==> src/rtl/uart_tx_frame_ctrl.sv <==
// -----------------------------------------------------------------------------
// uart_tx_frame_ctrl
//
// Frame controller for a UART transmitter. It sits directly upstream of the
// bit serializer and owns the frame sequence:
//   start bit -> DATA_WIDTH data bits (LSB first, supplied by the serializer)
//   -> optional parity bit -> one (or two) stop bits.
// CLK is the baud-rate clock, so every state lasts exactly one bit time.
//
// Ports
//   CLK         in   1           baud-rate clock, rising edge
//   RST         in   1           asynchronous reset, active-high
//   P_DATA      in   DATA_WIDTH  parallel word; parity source, sampled on accept
//   Data_Valid  in   1           request to send P_DATA; accepted only while idle
//   PAR_EN      in   1           1: insert a parity bit after the data bits
//   PAR_TYP     in   1           0: even parity, 1: odd parity
//   ser_done    in   1           serializer: last data bit is on ser_data
//   ser_data    in   1           serializer: current data bit, LSB first
//   ser_en      out  1           serializer shift enable (data bits only)
//   busy        out  1           frame in progress
//   TX_OUT      out  1           serial line, idle high
//   tx_done     out  1           one-cycle pulse in the last stop-bit cycle
//
// Configuration macro
//   UART_TX_TWO_STOP_EN  defined: two stop bits, tx_done pulses in the second.
//                        undefined (default): one stop bit.
//
// Every output is a Moore decode of the registered state. TX_OUT is a plain
// mux of the state, so an asynchronous reset drives the line high at once,
// without waiting for a clock edge.
// -----------------------------------------------------------------------------
module uart_tx_frame_ctrl #(
  parameter int DATA_WIDTH = 8
) (
  input  logic                  CLK,
  input  logic                  RST,
  input  logic [DATA_WIDTH-1:0] P_DATA,
  input  logic                  Data_Valid,
  input  logic                  PAR_EN,
  input  logic                  PAR_TYP,
  input  logic                  ser_done,
  input  logic                  ser_data,
  output logic                  ser_en,
  output logic                  busy,
  output logic                  TX_OUT,
  output logic                  tx_done
);

  // Explicit encodings, so that any encoding left unused falls into the
  // default branches below and behaves like IDLE.
  typedef enum logic [2:0] {
    S_IDLE   = 3'd0,
    S_START  = 3'd1,
    S_DATA   = 3'd2,
    S_PARITY = 3'd3,
    S_STOP   = 3'd4
`ifdef UART_TX_TWO_STOP_EN
    ,
    S_STOP2  = 3'd5
`endif
  } state_t;

  state_t state;

  // Frame settings captured when a request is accepted. The parity bit is
  // computed once, at accept time, so later changes on P_DATA/PAR_TYP
  // cannot affect the frame in flight.
  logic par_en_q;
  logic par_bit_q;

  logic accept;
  assign accept = (state == S_IDLE) && Data_Valid;

  // ---------------------------------------------------------------------------
  // State register and latched frame settings
  // ---------------------------------------------------------------------------
  // NOTE: sequential state uses non-blocking assignments only, so every flop
  // samples the values from before the edge regardless of statement order.
  always_ff @(posedge CLK or posedge RST) begin
    if (RST) begin
      state     <= S_IDLE;
      par_en_q  <= 1'b0;
      par_bit_q <= 1'b0;
    end else begin
      case (state)
        S_IDLE: begin
          if (accept) begin
            state     <= S_START;
            par_en_q  <= PAR_EN;
            // Even parity is the XOR of the data bits; odd parity inverts it.
            par_bit_q <= (^P_DATA) ^ PAR_TYP;
          end
        end

        S_START: state <= S_DATA;

        // The serializer flags its last bit; ser_done is only acted on here.
        S_DATA: begin
          if (ser_done) begin
            state <= par_en_q ? S_PARITY : S_STOP;
          end
        end

        S_PARITY: state <= S_STOP;

`ifdef UART_TX_TWO_STOP_EN
        S_STOP:  state <= S_STOP2;
        S_STOP2: state <= S_IDLE;
`else
        S_STOP:  state <= S_IDLE;
`endif

        // Unused encodings recover to IDLE on the next edge.
        default: state <= S_IDLE;
      endcase
    end
  end

  // ---------------------------------------------------------------------------
  // Moore output decode
  // ---------------------------------------------------------------------------
  // NOTE: every output gets its idle value before the case statement, so no
  // path through the block leaves an output unassigned and no latch is inferred.
  always_comb begin
    TX_OUT  = 1'b1;
    busy    = 1'b0;
    ser_en  = 1'b0;
    tx_done = 1'b0;

    case (state)
      S_IDLE: begin
        TX_OUT = 1'b1;
      end

      S_START: begin
        TX_OUT = 1'b0;
        busy   = 1'b1;
      end

      // ser_en is high only here, so the serializer's bit counter advances
      // during data bits and nowhere else.
      S_DATA: begin
        TX_OUT = ser_data;
        busy   = 1'b1;
        ser_en = 1'b1;
      end

      S_PARITY: begin
        TX_OUT = par_bit_q;
        busy   = 1'b1;
      end

      S_STOP: begin
        TX_OUT = 1'b1;
        busy   = 1'b1;
`ifndef UART_TX_TWO_STOP_EN
        tx_done = 1'b1;
`endif
      end

`ifdef UART_TX_TWO_STOP_EN
      S_STOP2: begin
        TX_OUT  = 1'b1;
        busy    = 1'b1;
        tx_done = 1'b1;
      end
`endif

      // Unused encodings keep the idle defaults set above.
      default: begin
        TX_OUT = 1'b1;
      end
    endcase
  end

endmodule

==> config.mk <==
export PLATFORM = sky130hd
export DESIGN_NAME = uart_tx_frame_ctrl
export DESIGN_NICKNAME = d
export VERILOG_FILES = /design/src/rtl/uart_tx_frame_ctrl.sv
export SDC_FILE = /design/constraint.sdc
export NUM_CORES = 1
export LEC_CHECK = 0
export ABC_CLOCK_PERIOD_IN_PS = 1700
export CORE_AREA = 2 2 39 41
export CTS_CLUSTER_SIZE = 25
export DETAILED_ROUTE_END_ITERATION = 8
export DIE_AREA = 0 0 41 43
export GPL_ROUTABILITY_DRIVEN = 0
export GPL_TIMING_DRIVEN = 0
export PLACE_DENSITY = 0.69
export SYNTH_ARGS = -nofsm -noshare
export SYNTH_HDL_FRONTEND = slang
export SYNTH_SLANG_ARGS = --single-unit
==> constraint.sdc <==
create_clock -name CLK -period 1.7 [get_ports CLK]
set_input_delay 0.255 -clock CLK [delete_from_list [all_inputs] [get_ports CLK]]
set_output_delay 0.255 -clock CLK [all_outputs]
set_load 0.05 [all_outputs]
==> impl_metrics.csv <==
group,metric,value,unit
floorplanning,rows,14,
critical_path,cp.depth,3,
clock_tree,cts_setup_buffers,0,
timing,tightestPinTransition,0.359,ns
global_routing,grtUsageMet3,0.0785,
timing,finalHoldViolations,0,
clock_tree,cts_tree,"done",
job,max_cap_viol_count,0,
pwr,vdd_drop_max,0.925,mV
pwr,p_leak,0.000245,uW
critical_path,worstRegToRegCells,2,
logic_synthesis,yosysWarnings,0,
clock_tree,cts_sinks,5,
critical_path,cp_num_buf_inv,1,
clock_tree,cts_buffers,3,
clock_tree,clkLatencyLatePin,0.24,ns
timing,fmax,634,MHz
layout,final_common_cell,"clkdlybuf4s50_1",
timing,rsz0062_at_grt,"no",
min_path,hold_path_class,"primary input to async pin",
critical_path,critPathTopFamily,"flip-flops",
drt,dr.first_iter.drc_count,0,
drt,firstDrtPassIters,1,
layout,antenna_cells,0,
drt,antenna_left,0,
global_routing,antenna_found_initial,0,
logic_synthesis,yosysSeqAreaShare,0.352,
timing,hold_ws,0.208,ns
drt,routedWlPerCell,10.2,um
clock_tree,htreeDepth,1,
timing,fin_crit,1.58,ns
logic_synthesis,synth_fp_nets,50,
timing,skew,0.000302,ns
floorplanning,die-area,1760,um^2
timing,maxSlewViolCount,0,
clock_tree,cts_buffer_depth,2,
status,status,"finished clean",
critical_path,cp-end-kind,"output pin",
timing,fin_crit_sh,0.928,
layout,regArea,128,um^2
floorplanning,die_x,41,um
logic_synthesis,ys_ff_latch,5,
global_routing,grt_max_degree,10,
global_routing,grt_use_met1,0.135,
logic_synthesis,synth_cell_types,20,
timing,maxSlewHeadroom,0.760,
layout,multiInputGateArea,220,um^2
global_routing,first_global_vias,275,
drt,drc_errors,0,
layout,nNetsFinal,70,
global_routing,grt_busiest_layer,"met2",
layout,final_area,572,um^2
logic_synthesis,syn_area_per_cell,10.2,um^2
critical_path,crit_type,"register to output pin",
global_routing,use_met2,0.156,
layout,syn2layout_area_growth,60.9,%
timing,setup_viol,0,
drt,routed_via_density,4.23,
critical_path,crit_path_start_kind,"register",
placement,port_buffers,18,
drt,via_count,296,
logic_synthesis,syn_inst,35,
critical_path,cp_max_fo,8,
global_routing,grt_overflow,0,
floorplanning,core,1380,um^2
layout,layout_common_cells,"clkdlybuf4s50_1 (14), xnor2_1 (4)",
placement,placed_area,568,um^2
layout,n_fill_cell,149,
global_routing,grt_pass1_wl,1240,um
floorplanning,die_h,43,um
pwr,p_per_area,1700,nW/um^2
logic_synthesis,synth.cell_area,355,um^2
critical_path,cpPeakStageDelay,0.46,ns
floorplanning,start_util,0.257,
clock_tree,path_clk_slew,0.04,ns
layout,layout-drive-gt1-share,0.278,
critical_path,crit_required,1.44,ns
critical_path,worst_ep_arrival_time,1.32,ns
clock_tree,cts_root_buf,"clkbuf_4",
floorplanning,pin_count,19,
global_routing,grt_usage,0.110,
critical_path,cpMaxStageDelayCell,"dfrtp_2",
drt,wl,711,um
critical_path,cp_cell_sequence,"nor2_1 > and2_1 > buf_2",
power breakdown:
part	internal (uW)	switching [uW]	total [uW]
logic	231	323	554
clock network	88.9	50.7	140
registers	179	96.2	276
per-layer routing:
layer | vias to the layer above | part of all wire
met5 | - | 0
met4 | 0 | 0
met3 | 0 | 0.11
met2 | 14 | 0.48
met1 | 129 | 0.41
li1 | 153 | -
logic make-up (layout without fill, tap and decap cells):
| logic type | count (synthesis) | after routing | synth area share |
|---|---|---|---|
| and+or+nand+nor | 9 | 9 | 0.165 |
| xor gates and xnor gates | 8 | 8 | 0.261 |
| buffers and inverters | 6 | 25 | 0.0634 |
| AOI/OAI and AO/OA | 5 | 5 | 0.0880 |
| DFF | 5 | 5 | 0.352 |
| muxes | 2 | 2 | 0.0704 |
flip-flops by register name, summed over array words and instances (netlist names):
| name | count |
|---|---|
| par_en_q | 1 |
| par_bit_q | 1 |
| state | 3 |
worst paths after layout:
| path | startpoint | endpoint | slack (ns) |
|---|---|---|---|
| worst max-delay path | state[0] | tx_done | 0.12 |
| worst min-delay path | RST | state[2] | 0.21 |
| worst max register to register | state[0] | par_bit_q | 0.38 |
| worst min register to register | par_bit_q | par_bit_q | 0.53 |
| max in group asynchronous | RST | state[0] | 1.31 |
| min in group CLK | par_bit_q | par_bit_q | 0.53 |
cell usage after synthesis:
cell type	number	area [um^2]
mux2_4	1	15.0
clkbuf_1	3	11.3
xnor3_2	1	23.8
a21oi_1	2	10.0
mux2i_1	1	10.0
nor4b_2	1	15.0
nor2_1	2	7.51
xor2_1	1	8.76
and2_1	1	6.26
a31oi_1	1	6.26
xnor2_1	5	43.8
nand2_1	1	3.75
o21ai_0	1	5.00
dfrtp_1	5	125
nor3_1	1	5.00
inv_1	3	11.3
nor2b_1	1	6.26
xnor2_2	1	16.3
a311o_1	1	10.0
nor3b_1	2	15.0
stage by stage:
stage | total power, uW | instances | worst slack, ns | util | setup TNS, ns
after floorplan | 708 | 35 | 0.161 | - | 0
after global placement | 885 | 69 | -0.360 | 0.410 | -1.17
after detailed placement | 896 | 69 | -0.358 | 0.410 | -1.24
after CTS | 993 | 70 | 0.00911 | 0.418 | 0
after global routing | 1050 | 70 | 0.0497 | 0.413 | 0
final | 969 | 70 | 0.123 | 0.413 | 0
worst reg2reg max path, stage by stage (launching register included):
cell	delay, ns
dfrtp_2	0.46
nor4b_2	0.42
mux2_4	0.33
layout make-up:
class                           instances  area share
Tap cell                               16      0.0350
Sequential cell                         5       0.223
Inverter                                3      0.0197
Clock buffer                            4      0.0460
Timing Repair Buffer                   18       0.291
Multi-Input combinational cell         24       0.385
what timing repair did:
action                                  4_1_cts  5_1_grt
pin swaps                                     0        0
hold buffers                                  0        0
endpoints found under the hold margin         0        0
endpoints found under the setup margin        4        1
gates resized for setup                      18        2
Note: power is estimated with default switching activity, not from simulation.
